`config.mk`:
```
export PLATFORM = sky130hd
export DESIGN_NAME = umem_arbiter
export DESIGN_NICKNAME = d
export VERILOG_FILES = /design/src/rtl/umem_arbiter.sv
export SDC_FILE = /design/constraint.sdc
export NUM_CORES = 1
export LEC_CHECK = 0
export BUFFER_PORTS_ARGS = -buffer_cell sky130_fd_sc_hd__buf_4
export CAP_MARGIN = 20
export CORE_MARGIN = 5
export CORE_UTILIZATION = 47
export DETAILED_ROUTE_END_ITERATION = 8
export HOLD_SLACK_MARGIN = 0.05
export PLACE_DENSITY = 0.8
export SLEW_MARGIN = 20
export SYNTH_ARGS = -nofsm -noshare
export SYNTH_HDL_FRONTEND = slang
export SYNTH_SLANG_ARGS = --single-unit
```
`constraint.sdc`:
```
create_clock -name clk -period 1.89 [get_ports clk]
set_input_delay 0.378 -clock clk [delete_from_list [all_inputs] [get_ports clk]]
set_output_delay 0.378 -clock clk [all_outputs]
set_load 0.02 [all_outputs]
```
`src/rtl/umem_arbiter.sv`:
```
// Unified memory port arbiter: data accesses win by default, fetch is forced
// after FAIR_MAX consecutive data grants, and a watchdog aborts stuck accesses.
module umem_arbiter #(
   parameter int unsigned AW       = 32,
   parameter int unsigned DW       = 32,
   parameter int unsigned TIMEOUT  = 16,
   parameter int unsigned FAIR_MAX = 3
) (
   input  logic          clk,
   input  logic          reset,
   input  logic          i_req,
   input  logic [AW-1:0] i_addr,
   output logic          i_done,
   output logic [DW-1:0] i_rdata,
   output logic          i_stall,
   input  logic          d_req,
   input  logic          d_we,
   input  logic [AW-1:0] d_addr,
   input  logic [DW-1:0] d_wdata,
   output logic          d_done,
   output logic [DW-1:0] d_rdata,
   output logic          d_stall,
   output logic          err,
   output logic          mem_req,
   output logic          mem_we,
   output logic [AW-1:0] mem_addr,
   output logic [DW-1:0] mem_wdata,
   input  logic          mem_ack,
   input  logic [DW-1:0] mem_rdata
);

   localparam int unsigned FW = $clog2(FAIR_MAX + 1);
   localparam int unsigned TW = $clog2(TIMEOUT);
   localparam logic [FW-1:0] FAIR_LIM = FW'(FAIR_MAX);
   localparam logic [TW-1:0] TMO_LAST = TW'(TIMEOUT - 1);

   typedef enum logic [1:0] {
      IDLE = 2'd0,
      DACC = 2'd1,
      IACC = 2'd2
   } state_t;

   state_t        state;
   logic [FW-1:0] fair_cnt;
   logic [TW-1:0] tmo_cnt;

   assign i_stall = i_req & ~i_done;
   assign d_stall = d_req & ~d_done;

   // Arbitration, access sequencing and completion reporting
   always_ff @(posedge clk or negedge reset) begin
      if (!reset) begin
         state     <= IDLE;
         fair_cnt  <= '0;
         tmo_cnt   <= '0;
         mem_req   <= 1'b0;
         mem_we    <= 1'b0;
         mem_addr  <= '0;
         mem_wdata <= '0;
         i_done    <= 1'b0;
         d_done    <= 1'b0;
         err       <= 1'b0;
         i_rdata   <= '0;
         d_rdata   <= '0;
      end else begin
         i_done <= 1'b0;
         d_done <= 1'b0;
         err    <= 1'b0;
         case (state)
            IDLE: begin
               tmo_cnt <= '0;
               // Requesters are still updating their request while done is high
               if (!(i_done || d_done)) begin
                  if (d_req && (!i_req || (fair_cnt < FAIR_LIM))) begin
                     state     <= DACC;
                     mem_req   <= 1'b1;
                     mem_we    <= d_we;
                     mem_addr  <= d_addr;
                     mem_wdata <= d_wdata;
                     fair_cnt  <= i_req ? (fair_cnt + FW'(1)) : '0;
                  end else if (i_req) begin
                     state    <= IACC;
                     mem_req  <= 1'b1;
                     mem_we   <= 1'b0;
                     mem_addr <= i_addr;
                     fair_cnt <= '0;
                  end
               end
            end
            DACC, IACC: begin
               if (mem_ack) begin
                  state   <= IDLE;
                  mem_req <= 1'b0;
                  mem_we  <= 1'b0;
                  if (state == IACC) begin
                     i_rdata <= mem_rdata;
                     i_done  <= 1'b1;
                  end else begin
                     if (!mem_we) d_rdata <= mem_rdata;
                     d_done <= 1'b1;
                  end
               end else if (tmo_cnt == TMO_LAST) begin
                  // Aborted fetch returns zero, which decodes as a nop
                  state   <= IDLE;
                  mem_req <= 1'b0;
                  mem_we  <= 1'b0;
                  err     <= 1'b1;
                  if (state == IACC) begin
                     i_rdata <= '0;
                     i_done  <= 1'b1;
                  end else begin
                     if (!mem_we) d_rdata <= '0;
                     d_done <= 1'b1;
                  end
               end else begin
                  tmo_cnt <= tmo_cnt + TW'(1);
               end
            end
            default: begin
               state   <= IDLE;
               mem_req <= 1'b0;
               mem_we  <= 1'b0;
            end
         endcase
      end
   end

endmodule

```
==> results.py, run 1 <==
metrics = {
    "die": {
        "die_area_um2": 14600,
        "die_y_um": 121,
        "io_pins": 269,
        "std_cell_rows": 40,
        "coreArea_um2": 12100,
        "fp.dieW_um": 121,
        "initial_utilization": 0.480,
    },
    "synth": {
        "synth_edf_count": 0,
        "synth_top_cells_by_count": "dfrtp_1 (141), a32o_1 (65), nor2_1 (36), a21oi_1 (33), mux2i_1 (33)",
        "synth_warnings": 0,
        "yosys.area.top_type": "dfrtp_1",
        "synth_compound_area_frac": 0.157,
        "synthArstFlopShare": 1.00,
        "ys_types": 34,
        "synth_top_family_by_area": "compound AO/OA/AOI/OAI gates",
        "postSynthAreaPerCell_um2": 13.7,
        "synth_seq_area_share": 0.610,
        "synth.most_common_cell": "dfrtp_1",
        "synth_top_area_frac": 0.610,
        "synthCells": 422,
        "synthSimpleGateAreaFrac": 0.0487,
        "synthAdderAreaFrac": 0.00865,
        "syn_nets": 560,
        "muxShareOfSynthArea": 0.139,
        "syn_area_um2": 5780,
        "ys.flop_type": "dfrtp_1",
        "synth_seq_cells": 141,
        "synth_area_leaders": "dfrtp_1 (61%), a32o_1 (11%), mux2_4 (7.8%), mux2i_1 (5.7%), a21oi_1 (2.9%)",
        "synth_xor_area_frac": 0,
    },
    "clock_tree": {
        "cts_tree": "yes",
        "cts_buffer_depth": 2,
        "cts_buffers": 17,
        "cts_root_buffer": "clkbuf_16",
        "clkSlewWorstSetupHoldPaths_ns": 0.06,
        "clk_latency_ns": 0.40,
        "htreeDepth": 4,
        "cts_num_sinks": 141,
        "ctsResizeCount": 0,
    },
    "run_status": {
        "status": "finished clean",
    },
    "sta": {
        "setup_tns_ns": 0,
        "finalMaxSlewViolations": 0,
        "timing.hold.ws_ns": 0.189,
        "fin_skew_ns": 0.00768,
        "finalCriticalPeriod_ns": 1.67,
        "hold_viol": 0,
        "worstMarginPinSlew_ns": 0.631,
        "fmaxAchievable_mhz": 597,
        "slew_headroom": 0.579,
        "rsz0062_at_grt": "false",
        "timing.final.crit_share": 0.886,
        "setup_viol": 0,
    },
    "worst_hold_path": {
        "min-delay-start": "d_wdata[31]",
        "worstHoldEndpoint": "mem_wdata[31]",
        "hold_depth": 2,
        "hold_class": "in -> reg",
    },
    "setup_path": {
        "cp-end-kind": "register",
        "rr_endpoint": "d_rdata[22]",
        "cp_max_fo": 32,
        "r2r_start": "state[1]",
        "required_ns": 2.18,
        "cp-start-kind": "register",
        "cp_slowest_cell": "ha_1",
        "cpPeakStageDelay_ns": 0.39,
        "reg2reg_depth": 7,
        "path_cells": "inv_1, ha_1, nand2b_1, nor2_2, nand2_1, buf_12, a32o_1",
        "worstPathArrival_ns": 1.96,
        "critPathKind": "reg -> reg",
        "reg2reg_slack_ns": 0.22,
    },
    "place": {
        "io_buffers": 268,
        "place_congestion": 0.782,
        "dp.cells": 836,
        "dp_hpwl_mm": 12.3,
    },
    "pwr": {
        "p_leak_nw": 4.26,
        "power_density_nw_per_um2": 1870,
        "vdd_drop_max_mv": 0.994,
        "design_power_total_w": 0.0161,
    },
    "global_routing": {
        "overflow": 0,
        "grt_pass1_wl_mm": 25.7,
        "first_global_vias": 4923,
        "grtUsageTotal": 0.226,
        "grt_max_degree": 65,
        "antenna_found_initial": 0,
    },
    "routing": {
        "dr.pass1.iters": 4,
        "antenna_left": 0,
        "routed_wl_mm": 16.6,
        "viasPerCell": 5.32,
        "drt_iter0_markers": 312,
        "vias": 4620,
        "wire_per_inst_um": 19.1,
        "drc": 0,
    },
    "final_layout": {
        "post-route-util": 0.713,
        "diodes": 0,
        "drive_gt1_frac": 0.496,
        "layout.cells.non_filler": 868,
        "syn_to_final_growth_pct": 48.7,
        "finalNetCount": 826,
        "fillers": 851,
    },
    "run": {
        "maxCapViolations": 0,
    },
}
## sequential cells by signal (all words and copies together) (netlist names), 2 cells and up
name and count:
d_rdata 32, i_rdata 32, mem_addr 32, mem_wdata 32, tmo_cnt 4, fair_cnt 2
state 2
## final cells by class
class	count	area [µm²]	area share
clock inverters	12	148	0.0172
multi-input cells	240	2050	0.238
flip-flops and latches	141	3530	0.410
inverters	6	22.5	0.00262
well taps	168	210	0.0244
clock buffers	19	433	0.0503
repair buffers	282	2210	0.257
## where the power goes
part	switching, W	internal [W]
Clock	0.00120	0.00206
Combinational	0.00402	0.00355
Sequential	0.000841	0.00444
## cells in the final DEF (no fill, tap or decap), drive strengths merged, types with 2 or more instances in the layout
cell,synthesis,final
a21oi,33,33
a32o,65,65
buf,26,281
bufinv,0,3
clkbuf,9,19
clkinv,0,7
clkinvlp,0,2
dfrtp,141,141
ha,4,4
inv,6,6
mux2,32,32
mux2i,33,33
nand2,10,10
nand2b,2,2
nand3,5,5
nor2,37,37
nor2b,3,3
o2bb2ai,2,2
o31ai,2,2
## worst max-delay path by stage
stage / from / end / slack, ns / depth (start not counted)
global placement: state[1] / i_rdata[3] / 0.27 / 6
finish: state[1] / d_rdata[22] / 0.22 / 7
detailed placement: state[0] / mem_addr[10] / 0.23 / 6
global route: state[1] / d_rdata[26] / 0.1 / 6
floorplan: state[1] / d_rdata[11] / 0.29 / 7
CTS: state[0] / d_rdata[22] / 0.21 / 7
## cell families (layout without fill, tap and decap cells)
family,Yosys count,count (layout)
DFF,141,141
adders and majority gates,4,4
AOI/OAI and AO/OA,109,109
muxes,65,65
and+or+nand+nor,62,62
buffers and inverters,41,319
## per-stage QoR
stage | cell area [µm²] | setup WS (ns)
after floorplan | 5780 | 0.289
after global placement | 8010 | 0.271
after detailed placement | 8010 | 0.226
after CTS | 8600 | 0.210
after global routing | 8600 | 0.0968
final | 8600 | 0.216
## per-layer routing
layer,vias to the layer above,global-route usage,wire [µm],share of wire
met4,0,0.0843,386,0.023
met1,2276,0.250,5870,0.35
met2,196,0.395,8590,0.52
met5,-,0,0,0
met3,25,0.0858,1710,0.10
li1,2123,-,-,-
## repair_timing
action	CTS	global route
setup endpoints to repair	0	0
endpoints found under the hold margin	36	0
hold buffers	1	0
buffers inserted	0	0
## critical path: cells and delay by family (launching register included)
family | cells | cell delay (ns)
AO/OA/AOI/OAI | 1 | 0.22
buffers and inverters | 2 | 0.23
AND/OR/NAND/NOR | 3 | 0.34
adder cells (fa/ha/maj) | 1 | 0.39
flip-flops | 1 | 0.37
Power figures use the tool's default switching activity.
==> run 2, diff against run 1 <==
--- a/config.mk
+++ b/config.mk
@@ -7,11 +7,13 @@
 export LEC_CHECK = 0
 export BUFFER_PORTS_ARGS = -buffer_cell sky130_fd_sc_hd__buf_4
 export CAP_MARGIN = 20
+export CELL_PAD_IN_SITES_DETAIL_PLACEMENT = 0
+export CELL_PAD_IN_SITES_GLOBAL_PLACEMENT = 1
 export CORE_MARGIN = 5
-export CORE_UTILIZATION = 47
+export CORE_UTILIZATION = 39
 export DETAILED_ROUTE_END_ITERATION = 8
 export HOLD_SLACK_MARGIN = 0.05
-export PLACE_DENSITY = 0.8
+export PLACE_DENSITY_LB_ADDON = 0.1
 export SLEW_MARGIN = 20
 export SYNTH_ARGS = -nofsm -noshare
 export SYNTH_HDL_FRONTEND = slang
==> constraint.sdc (replaced) <==
create_clock -name clk -period 2.2 [get_ports clk]
set_input_delay 0.44 -clock clk [delete_from_list [all_inputs] [get_ports clk]]
set_output_delay 0.44 -clock clk [all_outputs]
set_load 0.02 [all_outputs]
==> run 2 against run 1 <==
Via count is 1.5% lower. Power is 15% lower. Cell area is 0.16% lower. Clock power is 14% lower. Critical path depth is 1 lower. Worst setup slack better by 0.19 ns. Flip-flop and latch count stayed put. Combinational power is 15% lower. Hold slack better by 0.051 ns. Non-clock buffer count is 2 lower. Die area is 19% higher. Wire length is 2.6% higher. Critical path type unchanged. Largest cell class unchanged.
==> results.py, run 2 (same netlist as run 1, synthesis figures left out) <==
metrics = {
    "run_status": {
        "status": "finished clean",
    },
    "pwr": {
        "p_sw_w": 0.00519,
        "p_comb_frac": 0.470,
        "p_leak_nw": 4.24,
        "p_int_w": 0.00857,
        "seq_power_share": 0.327,
        "swShare": 0.377,
        "vdd_drop_max_mv": 0.718,
        "power_density_nw_per_um2": 1600,
        "clock_power_share": 0.203,
    },
    "sta": {
        "finalMaxSlewViolations": 0,
        "fmaxAchievable_mhz": 558,
        "fin_skew_ns": 0.00533,
        "rsz0062_at_grt": "false",
        "setup_viol": 0,
        "setup_tns_ns": 0,
        "slew_headroom": 0.603,
        "worstMarginPinSlew_ns": 0.595,
        "timing.final.crit_share": 0.814,
        "hold_viol": 0,
        "finalCriticalPeriod_ns": 1.79,
        "timing.hold.ws_ns": 0.241,
    },
    "global_routing": {
        "gr-usage-met3": 0.0779,
        "busiest_layer": "met2",
        "overflow": 0,
        "grt_util_met2": 0.328,
        "met1_usage": 0.228,
        "grt_max_degree": 59,
        "grt_pass1_wl_mm": 27.0,
        "grtUsageTotal": 0.194,
        "antenna_found_initial": 0,
        "first_global_vias": 4910,
    },
    "final_layout": {
        "finalNetCount": 824,
        "final_common_cell": "buf_4",
        "multi_input_area_um2": 2050,
        "final_cell_mix": "buf_4 (273), dfrtp_1 (141), a32o_1 (65)",
        "seqCellArea_um2": 3530,
        "fillers": 1197,
        "diodes": 0,
        "drive_gt1_frac": 0.496,
        "syn_to_final_growth_pct": 48.5,
    },
    "die": {
        "die_y_um": 132,
        "coreArea_um2": 14500,
        "initial_utilization": 0.398,
        "io_pins": 269,
        "fp.dieW_um": 132,
        "std_cell_rows": 44,
        "die_area_um2": 17400,
    },
    "clock_tree": {
        "cts_root_buffer": "clkbuf_16",
        "cts_num_sinks": 141,
        "cts_buffer_depth": 2,
        "clkSlewWorstSetupHoldPaths_ns": 0.06,
        "postCtsSetupBuffers": 0,
        "htreeDepth": 4,
        "clk_latency_ns": 0.41,
        "cts_tree": "yes",
        "cts_buffers": 17,
    },
    "worst_hold_path": {
        "worstHoldEndpoint": "mem_wdata[0]",
        "hold_class": "in -> reg",
        "min-delay-start": "d_wdata[0]",
        "hold_depth": 2,
    },
    "routing": {
        "drc": 0,
        "viasPerCell": 5.15,
        "wire_per_inst_um": 19.2,
        "vias": 4550,
        "dr.pass1.iters": 4,
        "antenna_left": 0,
        "drt_iter0_markers": 181,
        "routed_wl_mm": 17.0,
    },
    "place": {
        "io_buffers": 268,
        "dp_hpwl_mm": 12.5,
        "place_congestion": 0.762,
    },
    "setup_path": {
        "required_ns": 2.49,
        "critical-path-top-delay-family": "adder cells",
        "cp_slowest_cell": "ha_1",
        "cp-end-kind": "register",
        "cpPeakStageDelay_ns": 0.40,
        "rr_endpoint": "i_rdata[23]",
        "r2r_start": "state[0]",
        "worstPathArrival_ns": 2.08,
        "cp-start-kind": "register",
        "path_cells": "inv_1, ha_1, and2_1, nand2_1, buf_12, a32o_1",
        "path_buf_inv": 2,
        "reg2reg_depth": 6,
        "reg2reg_slack_ns": 0.41,
        "cp_max_fo": 27,
        "critPathKind": "reg -> reg",
    },
    "run": {
        "maxCapViolations": 0,
    },
}
-- run 2: power by group through the flow --
stage	clock network, W	registers, W	logic (W)
4_1_cts	0.00287	0.00451	0.00659
2_1_floorplan	0	0.00587	0.00238
5_1_grt	0.00297	0.00465	0.00690
6_report	0.00279	0.00450	0.00647
3_5_place_dp	0	0.00454	0.00657
3_3_place_gp	0	0.00447	0.00649
-- run 2: cell type report --
class | instances | share of cell area
timing repair buffer | 280 | 0.253
clock inverter | 11 | 0.0135
sequential | 141 | 0.411
inverter | 6 | 0.00262
clock buffer | 21 | 0.0548
tap | 184 | 0.0268
multi-input combinational | 240 | 0.239
-- run 2: worst reg2reg max path, stage by stage (launching register included) --
cell and delay (ns):
dfrtp_1 0.35, inv_1 0.06, ha_1 0.40, and2_1 0.18, nand2_1 0.21, buf_12 0.25, a32o_1 0.23
-- run 2: how the worst max path moves through the flow --
stage          slack [ns]  cells after the start      from             to
5_1_grt              0.30                      7  state[1]     d_rdata[4]
4_1_cts              0.40                      6  state[0]    i_rdata[23]
2_1_floorplan        0.60                      7  state[1]    d_rdata[11]
3_5_place_dp         0.40                      5     d_req  mem_wdata[31]
6_report             0.41                      6  state[0]    i_rdata[23]
3_3_place_gp         0.42                      5     d_req  mem_wdata[31]
-- run 2: stage by stage --
step / instances / setup WS, ns / util / power, W / area, µm²
floorplan: 422 / 0.599 / - / 0.00826 / 5780
global placement: 850 / 0.419 / 0.550 / 0.0110 / 7990
finish: 883 / 0.409 / 0.591 / 0.0138 / 8590
global route: 883 / 0.299 / 0.591 / 0.0145 / 8590
CTS: 883 / 0.399 / 0.591 / 0.0140 / 8590
detailed placement: 850 / 0.401 / 0.550 / 0.0111 / 7990
-- run 2: per-layer routing --
metal,wire (µm),share of wire
met5,0,0
met4,286,0.017
met3,1380,0.081
met2,8650,0.51
met1,6680,0.39
-- run 2: timing repair --
| item | 4_1_cts | 5_1_grt |
|---|---|---|
| endpoints found under the hold margin | 35 | 0 |
| hold buffers | 1 | 0 |
| resized for setup | 0 | 0 |
==> run 3, diff against run 2 <==
--- a/config.mk
+++ b/config.mk
@@ -10,7 +10,7 @@
 export CELL_PAD_IN_SITES_DETAIL_PLACEMENT = 0
 export CELL_PAD_IN_SITES_GLOBAL_PLACEMENT = 1
 export CORE_MARGIN = 5
-export CORE_UTILIZATION = 39
+export CORE_UTILIZATION = 32
 export DETAILED_ROUTE_END_ITERATION = 8
 export HOLD_SLACK_MARGIN = 0.05
 export PLACE_DENSITY_LB_ADDON = 0.1
==> constraint.sdc (replaced) <==
create_clock -name clk -period 1.6 [get_ports clk]
set_input_delay 0.32 -clock clk [delete_from_list [all_inputs] [get_ports clk]]
set_output_delay 0.32 -clock clk [all_outputs]
set_load 0.02 [all_outputs]
==> run 3 against run 2 <==
Die area grew 20%. Combinational power grew 53%. Wire length increased by 14%. Critical path type unchanged. Critical endpoint is now mem_wdata[6]. Register-to-register slack lost 0.38 ns.
==> results.py, run 3 (same netlist as run 1, synthesis figures left out) <==
metrics = {
    "die": {
        "initial_utilization": 0.323,
        "die_area_um2": 20900,
        "std_cell_rows": 49,
        "fp.dieW_um": 144,
        "io_pins": 269,
        "coreArea_um2": 17900,
        "die_y_um": 144,
    },
    "routing": {
        "dr.pass1.iters": 4,
        "viasPerCell": 4.99,
        "routed_wl_mm": 19.4,
        "wire_per_inst_um": 20.3,
        "antenna_left": 0,
        "drt_iter0_markers": 225,
        "vias": 4765,
        "drc": 0,
    },
    "clock_tree": {
        "clkSlewWorstSetupHoldPaths_ns": 0.06,
        "cts_num_sinks": 141,
        "cts_buffer_depth": 2,
        "cts_buffers": 17,
        "htreeDepth": 4,
        "clk_latency_ns": 0.41,
        "cts_root_buffer": "clkbuf_16",
        "cts_tree": "yes",
    },
    "final_layout": {
        "final_cell_mix": "buf_4 (280), dfrtp_1 (141), a32o_1 (65)",
        "diodes": 0,
        "layout.cells.non_filler": 954,
        "fillers": 1586,
        "final_common_cell": "buf_4",
        "design_area_um2": 9260,
        "finalNetCount": 852,
        "syn_to_final_growth_pct": 60.1,
        "post-route-util": 0.517,
        "drive_gt1_frac": 0.539,
    },
    "setup_path": {
        "cp_slowest_cell": "dfrtp_1",
        "critPathKind": "reg -> reg",
        "cp_max_fo": 8,
        "critical-path-top-delay-family": "flip-flops",
        "path_cells": "ha_2, a21boi_4, nand3_4, clkbuf_16, mux2_4",
        "worstPathArrival_ns": 1.86,
        "path_depth": 5,
        "cp-end-kind": "register",
        "required_ns": 1.89,
        "cp-start-kind": "register",
        "reg2reg_depth": 5,
        "path_buf_inv": 1,
        "cpPeakStageDelay_ns": 0.38,
    },
    "place": {
        "placedInstanceArea_um2": 8260,
        "dp_hpwl_mm": 13.5,
        "io_buffers": 268,
        "place_congestion": 0.749,
        "dp.cells": 906,
    },
    "run_status": {
        "status": "finished clean",
    },
    "sta": {
        "slew_headroom": 0.543,
        "fin_skew_ns": 0.0111,
        "worstMarginPinSlew_ns": 0.685,
        "finalMaxSlewViolations": 0,
        "timing.final.crit_share": 0.980,
        "finalCriticalPeriod_ns": 1.57,
        "setup_viol": 0,
        "fmaxAchievable_mhz": 638,
        "rsz0062_at_grt": "true",
        "hold_viol": 0,
        "timing.hold.ws_ns": 0.134,
    },
    "global_routing": {
        "first_global_vias": 4990,
        "grtUsageTotal": 0.176,
        "grt_pass1_wl_mm": 28.3,
        "grt_max_degree": 65,
        "overflow": 0,
        "antenna_found_initial": 0,
    },
    "pwr": {
        "design_power_total_w": 0.0203,
        "vdd_drop_max_mv": 1.09,
        "power_density_nw_per_um2": 2190,
        "p_leak_nw": 4.52,
    },
    "worst_hold_path": {
        "hold_class": "in -> reg",
        "hold_depth": 2,
    },
    "run": {
        "maxCapViolations": 0,
    },
}
## run 3: cell count changes in the layout (fill, tap and decap cells not counted), sizes merged
cell | previous run | this run
bufinv | 2 | 4
clkbuf | 21 | 25
clkinv | 6 | 3
inv | 6 | 7
clkinvlp | 3 | 2
buf | 279 | 302
## run 3: metal layers
layer / vias up / track usage / part of all wire
met1: 2383 / 0.223 / 0.40
li1: 2169 / - / -
met4: 0 / 0.0471 / 0.0096
met5: - / 0 / 0
met2: 201 / 0.285 / 0.48
met3: 12 / 0.0658 / 0.10
## run 3: final timing paths
path / start / to / slack (ns)
min: d_wdata[26] / mem_wdata[26] / 0.13
max: fair_cnt[0] / mem_wdata[6] / 0.03
min in group asynchronous: reset / mem_addr[1] / 0.42
max reg2reg: fair_cnt[0] / mem_wdata[6] / 0.03
min reg2reg: i_rdata[5] / i_rdata[5] / 0.49
max in group asynchronous: reset / d_rdata[6] / 0.62
## run 3: power by group
group	switching (W)	total [W]	leakage (nW)	internal, W
Combinational	0.00508	0.00993	2.51	0.00485
Sequential	0.000973	0.00621	1.71	0.00524
Clock	0.00146	0.00418	0.304	0.00272
## run 3: layout make-up
type	count	area, µm²	area share
Clock buffer	20	467	0.0504
Clock inverter	10	163	0.0176
Inverter	6	22.5	0.00243
Multi-Input combinational cell	240	2150	0.232
Sequential cell	141	3530	0.381
Tap cell	229	287	0.0309
Timing Repair Buffer	308	2640	0.285
## run 3: per-stage QoR
step	setup WS, ns	TNS, ns
5_1_grt	-0.0345	-0.817
3_5_place_dp	-0.0492	-0.498
2_1_floorplan	0.0159	0
4_1_cts	0.00405	0
3_3_place_gp	-0.0263	-0.0862
6_report	0.0317	0
## run 3: timing repair
| item | in CTS | in global routing |
|---|---|---|
| buffers inserted | 2 | 6 |
| gates cloned | 2 | 7 |
| hold buffers | 1 | 0 |
| setup endpoints to repair | 48 | 130 |
| resized for setup | 3 | 23 |
| pin swaps | 1 | 2 |
| hold endpoints to repair | 36 | 0 |
## run 3: worst reg2reg max path, delay by kind of cell (launching register included)
kind / cells / cell delay (ns)
adder cells (fa/ha/maj): 1 / 0.20
AND/OR/NAND/NOR: 1 / 0.17
buffers and inverters: 1 / 0.22
multiplexers: 1 / 0.30
AO/OA/AOI/OAI: 1 / 0.18
flip-flops: 1 / 0.38
